**src/rtl/audio_out.sv**
```systemverilog
// Sample-rate tick generator, double-buffered sample register and first-order
// delta-sigma DAC. Optional status counters enabled by AUDIO_OUT_STATUS_CNT_EN.
module audio_out #(
   parameter int unsigned CLK_DIV = 1000
) (
   input  logic        clk_i,
   input  logic        rst_ni,
   input  logic        en_i,
   output logic        sample_tick_o,
   input  logic        audio_valid_i,
   input  logic [15:0] audio_i,
   output logic        audio_o,
   output logic        underrun_o,
   output logic        overrun_o,
   input  logic        clr_cnt_i,
   output logic [7:0]  underrun_cnt_o,
   output logic [7:0]  overrun_cnt_o
);

   localparam logic [15:0] LastCnt = 16'(CLK_DIV - 1);

   logic [15:0] tick_cnt;
   logic [15:0] pending_q;
   logic [15:0] active_q;
   logic [15:0] acc_q;
   logic        pend_full_q;
   logic        priming_q;
   logic [16:0] dsm_sum;
   logic        transfer;
   logic        underrun_d;
   logic        overrun_d;

   // Offset-binary conversion of the signed sample gives the DSM its duty cycle.
   assign dsm_sum    = {1'b0, acc_q} + {1'b0, active_q ^ 16'h8000};
   assign transfer   = sample_tick_o & pend_full_q;
   assign underrun_d = en_i & sample_tick_o & ~pend_full_q & ~priming_q;
   assign overrun_d  = en_i & audio_valid_i & pend_full_q & ~sample_tick_o;

   always_ff @(posedge clk_i or negedge rst_ni) begin
      if (!rst_ni) begin
         tick_cnt      <= '0;
         sample_tick_o <= 1'b0;
         pending_q     <= '0;
         active_q      <= '0;
         pend_full_q   <= 1'b0;
         priming_q     <= 1'b1;
         acc_q         <= '0;
         audio_o       <= 1'b0;
         underrun_o    <= 1'b0;
         overrun_o     <= 1'b0;
      end else if (!en_i) begin
         tick_cnt      <= '0;
         sample_tick_o <= 1'b0;
         pending_q     <= '0;
         active_q      <= '0;
         pend_full_q   <= 1'b0;
         priming_q     <= 1'b1;
         acc_q         <= '0;
         audio_o       <= 1'b0;
         underrun_o    <= 1'b0;
         overrun_o     <= 1'b0;
      end else begin
         tick_cnt      <= (tick_cnt == LastCnt) ? 16'd0 : tick_cnt + 16'd1;
         sample_tick_o <= (tick_cnt == LastCnt);
         if (transfer) begin
            active_q <= pending_q;
         end
         // A coincident valid refills pending after the transfer, so the flag stays set.
         if (audio_valid_i) begin
            pending_q   <= audio_i;
            pend_full_q <= 1'b1;
         end else if (transfer) begin
            pend_full_q <= 1'b0;
         end
         if (sample_tick_o) begin
            priming_q <= 1'b0;
         end
         acc_q      <= dsm_sum[15:0];
         audio_o    <= dsm_sum[16];
         underrun_o <= underrun_d;
         overrun_o  <= overrun_d;
      end
   end

`ifdef AUDIO_OUT_STATUS_CNT_EN
   // Counters follow the pulse conditions so they hold whenever the block is idle.
   always_ff @(posedge clk_i or negedge rst_ni) begin
      if (!rst_ni) begin
         underrun_cnt_o <= '0;
         overrun_cnt_o  <= '0;
      end else if (clr_cnt_i) begin
         underrun_cnt_o <= '0;
         overrun_cnt_o  <= '0;
      end else begin
         if (underrun_d && (underrun_cnt_o != 8'hFF)) begin
            underrun_cnt_o <= underrun_cnt_o + 8'd1;
         end
         if (overrun_d && (overrun_cnt_o != 8'hFF)) begin
            overrun_cnt_o <= overrun_cnt_o + 8'd1;
         end
      end
   end
`else
   logic unused_clr_cnt;
   assign unused_clr_cnt = clr_cnt_i;
   assign underrun_cnt_o = '0;
   assign overrun_cnt_o  = '0;
`endif

endmodule

```
**config.mk**
```make
export PLATFORM = sky130hd
export DESIGN_NAME = audio_out
export DESIGN_NICKNAME = d
export VERILOG_FILES = /design/src/rtl/audio_out.sv
export SDC_FILE = /design/constraint.sdc
export NUM_CORES = 1
export LEC_CHECK = 0
export BUFFER_PORTS_ARGS = -buffer_cell sky130_fd_sc_hd__buf_2
export CAP_MARGIN = 20
export CORE_MARGIN = 2
export CORE_UTILIZATION = 52
export DETAILED_ROUTE_END_ITERATION = 8
export HOLD_SLACK_MARGIN = 0.12
export PLACE_DENSITY = 0.72
export SYNTH_ARGS = -nofsm -noshare
export SYNTH_HDL_FRONTEND = slang
export SYNTH_SLANG_ARGS = --single-unit
```
**constraint.sdc**
```tcl
create_clock -name clk_i -period 2.85 [get_ports clk_i]
set_input_delay 0.285 -clock clk_i [delete_from_list [all_inputs] [get_ports clk_i]]
set_output_delay 0.285 -clock clk_i [all_outputs]
set_load 0.02 [all_outputs]
```
==> results of run 1 <==
through the flow:
step / hold WS [ns] / worst slack, ns
floorplan: -0.0106 / 0.979
global placement: 0.397 / 0.774
detailed placement: 0.401 / 0.714
CTS: 0.158 / 0.695
global route: 0.182 / 0.517
finish: 0.175 / 0.690
cells in the final DEF, fill, tap and decap left out, drive strengths merged, types with 2 or more instances in the layout:
cell,n
nor4,3
o21ai,10
a21oi,27
o211ai,2
a21o,3
a31oi,3
and3,3
nor2b,2
xor2,10
buf,25
dfrtp,69
inv,11
xnor2,8
nand4,4
nand3,10
clkinv,2
a211oi,2
nor2,51
mux2i,22
a31o,2
conb,16
nor3,9
a21boi,2
clkinvlp,2
ha,17
nand2b,7
and2,2
o21a,3
o31ai,2
nand2,56
clkbuf,10
worst min-delay path, delay by kind of cell:
kind	cells	cell delay, ns
muxes	1	0.05
and+or+nand+nor	1	0.07
buffers and inverters	1	0.07
per-layer routing:
layer	track usage	part of all wire	vias up
li1	-	-	1299
met1	0.246	0.48	1230
met2	0.302	0.47	42
met3	0.0481	0.031	8
met4	0.0713	0.015	0
met5	0	0	-
cell type report:
type	instances	share of cell area
clock buffer	10	0.0344
clock inverter	6	0.0175
inverter	10	0.00939
multi-input combinational	285	0.432
sequential	70	0.438
tap	96	0.0300
timing repair buffer	26	0.0382
flip-flops by register name, summed over array words and instances (netlist names):
signal         flops
acc_q             16
active_q          16
audio_o            1
overrun_o          1
pend_full_q        1
pending_q         16
priming_q          1
sample_tick_o      1
tick_cnt          16
underrun_o         1
power by group through the flow:
stage / registers [mW] / logic (mW) / clock network [mW]
after floorplan: 1.04 / 0.0868 / 0
after global routing: 1.03 / 0.132 / 0.890
after detailed placement: 1.04 / 0.117 / 0
after CTS: 1.02 / 0.118 / 0.856
after global placement: 1.04 / 0.115 / 0
final: 1.02 / 0.116 / 0.829
worst max-delay path by stage:
stage                     end
finish              acc_q[12]
global route        acc_q[12]
CTS                 acc_q[12]
detailed placement  acc_q[12]
global placement    acc_q[12]
floorplan           acc_q[12]
timing repair:
item | in CTS | in global routing
hold buffers | 1 | 0
buffers inserted | 0 | 0
endpoints found under the hold margin | 32 | 0
cell families after synthesis:
| logic type | share of synthesized area |
|---|---|
| simple gates | 0.181 |
| flops | 0.480 |
| compound gates | 0.109 |
| buf+inv | 0.0614 |
| mux | 0.0604 |
| fa+ha+maj | 0.0638 |
| xor+xnor | 0.0432 |
| other cells | 0.00103 |
==> run_results.csv, run 1 <==
group,metric,value,unit
finish,drive_gt1_frac,0.125,
grt,grt_util_all_layers,0.188,
run,cap_violations,0,
finish,final_nets,441,
yosys,synth_top_flop_cell,"dfrtp_1",
floorplan,die_w,87.8,um
sta,skew,0.0142,ns
pwr,p_sw,486,uW
clock_network,cts_root_buffer,"clkbuf_8",
sta,tightest_slew,0.777,ns
yosys,ys_async_sr_fraction,1.00,
worst_setup_path,cp-startpoint,"active_q[0]",
pwr,switching_share,0.247,
worst_setup_path,setup.worst_path.class,"register to register",
worst_setup_path,cp_max_fo,5,
floorplan,coreArea,6790,um2
worst_setup_path,crit_slowest_cell,"fa_1",
floorplan,die_y,87.8,um
sta,setup_tns,0,ns
sta,fin_crit_sh,0.758,
hold_path,whs_path_depth,3,
yosys,synth.area.top_cells,"dfrtp_1, mux2i_1, ha_1",
floorplan,io_pins,41,
worst_setup_path,end_kind,"register",
yosys,yosysSeqAreaShare,0.480,
worst_setup_path,r2r-start,"active_q[0]",
sta,fmax,463,MHz
placed_design,place.detailed.hpwl,4620,um
finish,fillers,574,
worst_setup_path,reg2reg_slack,0.69,ns
worst_setup_path,crit_cells,8,
pwr,comb_power_share,0.059,
pwr,power,1.97,mW
worst_setup_path,reg2reg_depth,8,
worst_setup_path,cp_top_family,"compound AO/OA/AOI/OAI gates",
sta,layout_min_cycle_time,2.16,ns
placed_design,place_area,3780,um2
clock_network,h-tree-depth,3,
placed_design,io_buffers,23,
finish,fin_cells,503,
clock_network,cts_sinks,70,
grt,grt_pass1_wl,11200,um
clock_network,clkTransAtPathRegs,0.09,ns
worst_setup_path,arrival,2.44,ns
worst_setup_path,required,3.13,ns
yosys,syn_inst,380,
hold_path,hold_path_startpoint,"audio_i[6]",
pwr,powerDensity,492,nW/um2
clock_network,cts_tree,"built",
yosys,avgSynthCellArea,9.60,um2
clock_network,ctsLongestPathBuffers,2,
sta,finalSetupViolCount,0,
pwr,p_leak,1.95,nW
grt,grt_start_max_net_pins,38,
hold_path,hold_end,"pending_q[6]",
finish,fin_util,0.589,
pwr,peakVddDrop,0.000324,V
finish,antenna_cells,0,
floorplan,row_count,30,
run_status,status,"complete, no violations",
clock_network,ctsResizeCount,0,
grt,antenna_found_initial,0,
sta,final_max_slew_viol_count,0,
worst_setup_path,r2r-end,"acc_q[12]",
sta,rsz0062_at_grt,"no",
yosys,synth_common_cells,"dfrtp_1, nand2_1, nor2_1",
yosys,synth.most_common_cell,"dfrtp_1",
grt,first_global_vias,2495,
floorplan,die_area,7700,um2
finish,area_growth_syn_to_layout,9.60,%
worst_setup_path,crit_chain,"ha_1 -> inv_1 -> fa_1 -> and2b_1 -> o211ai_2 -> a21oi_2 -> a41o_1 -> mux2i_1",
yosys,yosysTopAreaCell,"dfrtp_1",
yosys,yosysWarnings,0,
drt,drc,0,
yosys,synthDistinctLibCells,50,
drt,vias_per_cell,5.13,
drt,num_vias,2579,
worst_setup_path,cp-start-kind,"register",
yosys,synth-seq-cells,70,
finish,seqCellArea,1750,um2
pwr,seq_power_share,0.520,
drt,first_pass_iters,4,
sta,hold_viol_final,0,
placed_design,gp_congestion,0.940,
yosys,synth_edf_count,0,
finish,multiInputGateArea,1730,um2
drt,postRouteAntennaNets,0,
drt,wl_per_cell,12.8,um
sta,max-slew-margin-rel,0.482,
placed_design,dp.cells,486,
drt,wl,6440,um
clock_network,cts_made_buffers,9,
worst_setup_path,cpPeakStageDelay,0.37,ns
clock_network,clk_latency,0.35,ns
grt,overflow,0,
finish,fin_area,4000,um2
worst_setup_path,crit_buf_inv,1,
drt,drt_iter0_markers,136,
pwr,pwr-share-clk,0.421,
yosys,synthesis.area,3650,um2
pwr,internal_power,1.48,mW
yosys,synth_top_cell_area_share,0.473,
floorplan,initial_core_util,0.537,
hold_path,min_path_type,"input pin to register",
No activity file was read; power rests on OpenSTA's default activity.
==> inputs of run 2 (changes only) <==
==> constraint.sdc (replaced) <==
create_clock -name clk_i -period 2.2 [get_ports clk_i]
set_input_delay 0.22 -clock clk_i [delete_from_list [all_inputs] [get_ports clk_i]]
set_output_delay 0.22 -clock clk_i [all_outputs]
set_load 0.02 [all_outputs]
==> run_results.csv, run 2 (synthesis results as in run 1) <==
group,metric,value,unit
placed_design,io_buffers,23,
finish,area_growth_syn_to_layout,13.2,%
worst_setup_path,cp_max_fo,3,
grt,grt_util_all_layers,0.196,
worst_setup_path,reg2reg_depth,9,
finish,fillers,581,
placed_design,place.detailed.hpwl,4790,um
hold_path,whs_path_depth,3,
worst_setup_path,arrival,2.27,ns
clock_network,cts_root_buffer,"clkbuf_8",
sta,rsz0062_at_grt,"no",
worst_setup_path,cp-start-kind,"register",
drt,postRouteAntennaNets,0,
clock_network,clkTransAtPathRegs,0.07,ns
sta,finalSetupViolCount,0,
finish,antenna_cells,0,
drt,drc,0,
worst_setup_path,end_kind,"register",
floorplan,coreArea,6790,um2
finish,final_nets,453,
floorplan,die_w,87.8,um
floorplan,row_count,30,
clock_network,h-tree-depth,3,
sta,max-slew-margin-rel,0.583,
sta,hold_viol_final,0,
worst_setup_path,cpPeakStageDelay,0.38,ns
drt,wl,6970,um
hold_path,min_path_type,"input pin to register",
worst_setup_path,crit_chain,"ha_1 -> inv_1 -> fa_1 -> and2b_1 -> o211ai_2 -> a21oi_4 -> buf_4 -> a31oi_1 -> mux2i_1",
drt,wl_per_cell,13.5,um
pwr,power,2.63,mW
sta,setup_tns,0,ns
sta,final_max_slew_viol_count,0,
worst_setup_path,crit_slowest_cell,"fa_1",
sta,setup_ws,0.152,ns
pwr,peakVddDrop,0.000420,V
pwr,p_leak,2.01,nW
hold_path,hold_end,"pending_q[14]",
worst_setup_path,cp_top_family,"adder cells",
sta,skew,0.00869,ns
run_status,status,"complete, no violations",
finish,layout_common_cells,"dfrtp_1, nand2_1, nor2_1",
placed_design,gp_congestion,0.913,
drt,drt_iter0_markers,132,
clock_network,cts_sinks,70,
finish,fin_cells,515,
floorplan,initial_core_util,0.537,
sta,tightest_slew,0.626,ns
clock_network,ctsLongestPathBuffers,2,
grt,first_global_vias,2530,
sta,whs,0.125,ns
drt,vias_per_cell,5.22,
worst_setup_path,setup.worst_path.class,"register to register",
grt,grt_start_max_net_pins,46,
sta,fin_crit_sh,0.931,
clock_network,clk_latency,0.34,ns
drt,first_pass_iters,4,
placed_design,dp.cells,487,
grt,antenna_found_initial,0,
grt,overflow,0,
sta,fmax,488,MHz
finish,layout_commonest_cell,"dfrtp_1",
floorplan,io_pins,41,
sta,layout_min_cycle_time,2.05,ns
worst_setup_path,crit_buf_inv,2,
worst_setup_path,required,2.42,ns
floorplan,die_y,87.8,um
worst_setup_path,r2r-end,"acc_q[10]",
worst_setup_path,reg2reg_slack,0.15,ns
hold_path,hold_path_startpoint,"audio_i[14]",
run,cap_violations,0,
floorplan,die_area,7700,um2
worst_setup_path,r2r-start,"active_q[0]",
clock_network,cts_tree,"built",
finish,drive_gt1_frac,0.122,
drt,num_vias,2690,
clock_network,cts_made_buffers,9,
grt,grt_pass1_wl,11700,um
pwr,powerDensity,637,nW/um2
placed_design,place_ws,0.0878,ns
[run 2: changes by cell type in the layout (fill, tap and decap cells not counted)]
cell / delta
a21oi_4: +1
clkbuf_1: +2
bufinv_16: +1
a21oi_2: -1
clkinv_4: -1
clkinvlp_4: -1
inv_8: -1
dlygate4sd3_1: +10
buf_4: +2
[run 2: worst max path at each step]
stage / from / to / slack [ns] / cells past startpoint
final: active_q[0] / acc_q[10] / 0.15 / 9
after global routing: active_q[0] / acc_q[10] / 0.01 / 9
after CTS: active_q[0] / acc_q[12] / 0.07 / 8
after detailed placement: active_q[0] / acc_q[12] / 0.09 / 8
after global placement: active_q[0] / acc_q[12] / 0.15 / 8
after floorplan: active_q[0] / acc_q[12] / 0.33 / 8
[run 2: area by class of cell]
cell class              count  area [um2]  share of cell area
flip-flops and latches     70        1750               0.424
well taps                  96         120              0.0291
repair buffers             38         268              0.0648
inverters                  10        37.5             0.00909
multi-input cells         285        1740               0.420
clock buffers              12         145              0.0351
clock inverters             4        72.6              0.0176
[run 2: report_power, final]
| group | switching (mW) | leakage [nW] | internal, mW |
|---|---|---|---|
| Clock | 0.469 | 0.107 | 0.669 |
| Sequential | 0.0149 | 0.957 | 1.31 |
| Combinational | 0.107 | 0.944 | 0.0598 |
[run 2: per-stage QoR]
stage	util	area, um2
2_1_floorplan	-	3700
3_3_place_gp	0.558	3790
3_5_place_dp	0.558	3790
4_1_cts	0.606	4120
5_1_grt	0.608	4130
6_report	0.608	4130
[run 2: routing by layer]
layer  share of wire  up-vias  global-route usage
li1                -     1327                   -
met1            0.46     1276               0.261
met2            0.49       77               0.316
met3           0.041       10              0.0452
met4           0.015        0              0.0671
met5               0        -                   0
[run 2: what timing repair did]
item	4_1_cts	5_1_grt
endpoints found under the setup margin	0	3
hold buffers	11	0
gates resized for setup	0	1
setup buffers	0	1
endpoints found under the hold margin	34	0
[run 2: worst min-delay path: stages]
cell,delay [ns]
buf_2,0.07
mux2i_1,0.05
nor2_1,0.08
==> inputs of run 3 (changes only) <==
--- a/config.mk
+++ b/config.mk
@@ -7,7 +7,6 @@
 export LEC_CHECK = 0
 export BUFFER_PORTS_ARGS = -buffer_cell sky130_fd_sc_hd__buf_2
 export CAP_MARGIN = 20
-export CORE_MARGIN = 2
 export CORE_UTILIZATION = 52
 export DETAILED_ROUTE_END_ITERATION = 8
 export HOLD_SLACK_MARGIN = 0.12
==> run_results.csv, run 3 (synthesis results as in run 1) <==
group,metric,value,unit
finish,fillers,564,
clock_network,cts_sinks,70,
pwr,p_leak,2.00,nW
worst_setup_path,setup.worst_path.class,"register to register",
hold_path,min_path_type,"input pin to register",
pwr,power,2.69,mW
floorplan,initial_core_util,0.537,
pwr,powerDensity,653,nW/um2
clock_network,cts_tree,"built",
pwr,peakVddDrop,0.000450,V
worst_setup_path,cp-start-kind,"register",
grt,grt_start_max_net_pins,71,
floorplan,io_pins,41,
sta,layout_min_cycle_time,2.06,ns
worst_setup_path,required,2.48,ns
clock_network,ctsLongestPathBuffers,2,
finish,antenna_cells,0,
finish,drive_gt1_frac,0.123,
floorplan,die_area,7360,um2
worst_setup_path,reg2reg_slack,0.14,ns
drt,vias_per_cell,5.16,
sta,hold_viol_final,0,
sta,max-slew-margin-rel,0.563,
clock_network,h-tree-depth,3,
drt,first_pass_iters,6,
sta,fmax,484,MHz
clock_network,clk_latency,0.35,ns
sta,fin_crit_sh,0.938,
grt,antenna_found_initial,0,
placed_design,gp_congestion,0.837,
floorplan,die_y,85.8,um
finish,layout_commonest_cell,"dfrtp_1",
grt,overflow,0,
finish,fin_area,4120,um2
drt,postRouteAntennaNets,0,
drt,wl_per_cell,13.3,um
clock_network,clkTransAtPathRegs,0.08,ns
worst_setup_path,cp_max_fo,5,
drt,num_vias,2644,
placed_design,place.detailed.hpwl,4570,um
drt,drc,1,
floorplan,coreArea,6790,um2
finish,final_nets,450,
sta,finalSetupViolCount,0,
finish,layout_common_cells,"dfrtp_1, nand2_1, nor2_1",
grt,grt_util_all_layers,0.207,
clock_network,cts_root_buffer,"clkbuf_8",
drt,drt_iter0_markers,156,
placed_design,io_buffers,23,
worst_setup_path,end_kind,"register",
finish,fin_util,0.607,
sta,setup_tns,0,ns
clock_network,cts_made_buffers,9,
grt,first_global_vias,2607,
sta,final_max_slew_viol_count,0,
run_status,status,"finished with violations",
run_status,violations,"DRC",
sta,skew,0.0106,ns
sta,tightest_slew,0.655,ns
sta,rsz0062_at_grt,"no",
run,cap_violations,0,
placed_design,place_area,3780,um2
floorplan,row_count,30,
finish,area_growth_syn_to_layout,13.0,%
clock_network,postCtsSetupBuffers,0,
worst_setup_path,arrival,2.34,ns
grt,grt_pass1_wl,11900,um
drt,wl,6790,um
floorplan,die_w,85.8,um
run 3: cell count changes in the layout (fill, tap and decap cells not counted):
cell           delta
buf_4             -2
clkbuf_1          -2
clkbuf_8          +1
clkinv_4          +1
dlygate4sd3_1     -1
run 3: worst max-delay path, cell delays in order, from the launching register on:
cell,delay [ns]
dfrtp_1,0.36
ha_1,0.17
inv_1,0.06
fa_1,0.36
and2b_1,0.27
o211ai_2,0.12
a21oi_4,0.22
a41o_1,0.26
mux2i_1,0.18
run 3: per-stage QoR:
stage / setup WS (ns) / cells / hold WS (ns)
final: 0.135 / 512 / 0.126
after global routing: 0.00986 / 512 / 0.129
after CTS: 0.0665 / 512 / 0.121
after detailed placement: 0.0632 / 486 / 0.270
after global placement: 0.143 / 486 / 0.279
after floorplan: 0.329 / 395 / -0.0756
run 3: layer usage:
metal,wire length [um],track usage,up-vias,part of all wire
met3,165,0.0346,11,0.024
met4,125,0.0864,0,0.018
met5,0,0,-,0
met1,3370,0.286,1264,0.50
li1,-,-,1321,-
met2,3130,0.327,48,0.46
run 3: path summary, 6_finish.rpt:
| kind | endpoint | cells past startpoint | from |
|---|---|---|---|
| worst max register to register | acc_q[12] | 8 | active_q[0] |
| worst min register to register | tick_cnt[0] | 1 | tick_cnt[0] |
| worst min-delay path | pending_q[4] | 3 | audio_i[4] |
| worst max-delay path | acc_q[12] | 8 | active_q[0] |
| max in group asynchronous | priming_q | 3 | rst_ni |
| min in group asynchronous | overrun_o | 3 | rst_ni |
run 3: area by class of cell:
type,count,area [um2],area share
timing repair buffer,35,243,0.0589
multi-input combinational,285,1740,0.421
tap,96,120,0.0291
inverter,10,37.5,0.00911
clock inverter,5,81.3,0.0197
clock buffer,11,151,0.0367
sequential,70,1750,0.425
run 3: timing repair:
action	CTS	global route
hold endpoints to repair	78	0
endpoints found under the setup margin	0	2
hold buffers	10	0
gates resized for setup	0	1
run 3: power breakdown:
part / internal, mW / switching (mW)
clock: 0.700 / 0.501
combinational: 0.0577 / 0.105
sequential: 1.31 / 0.0159
total: 2.07 / 0.622
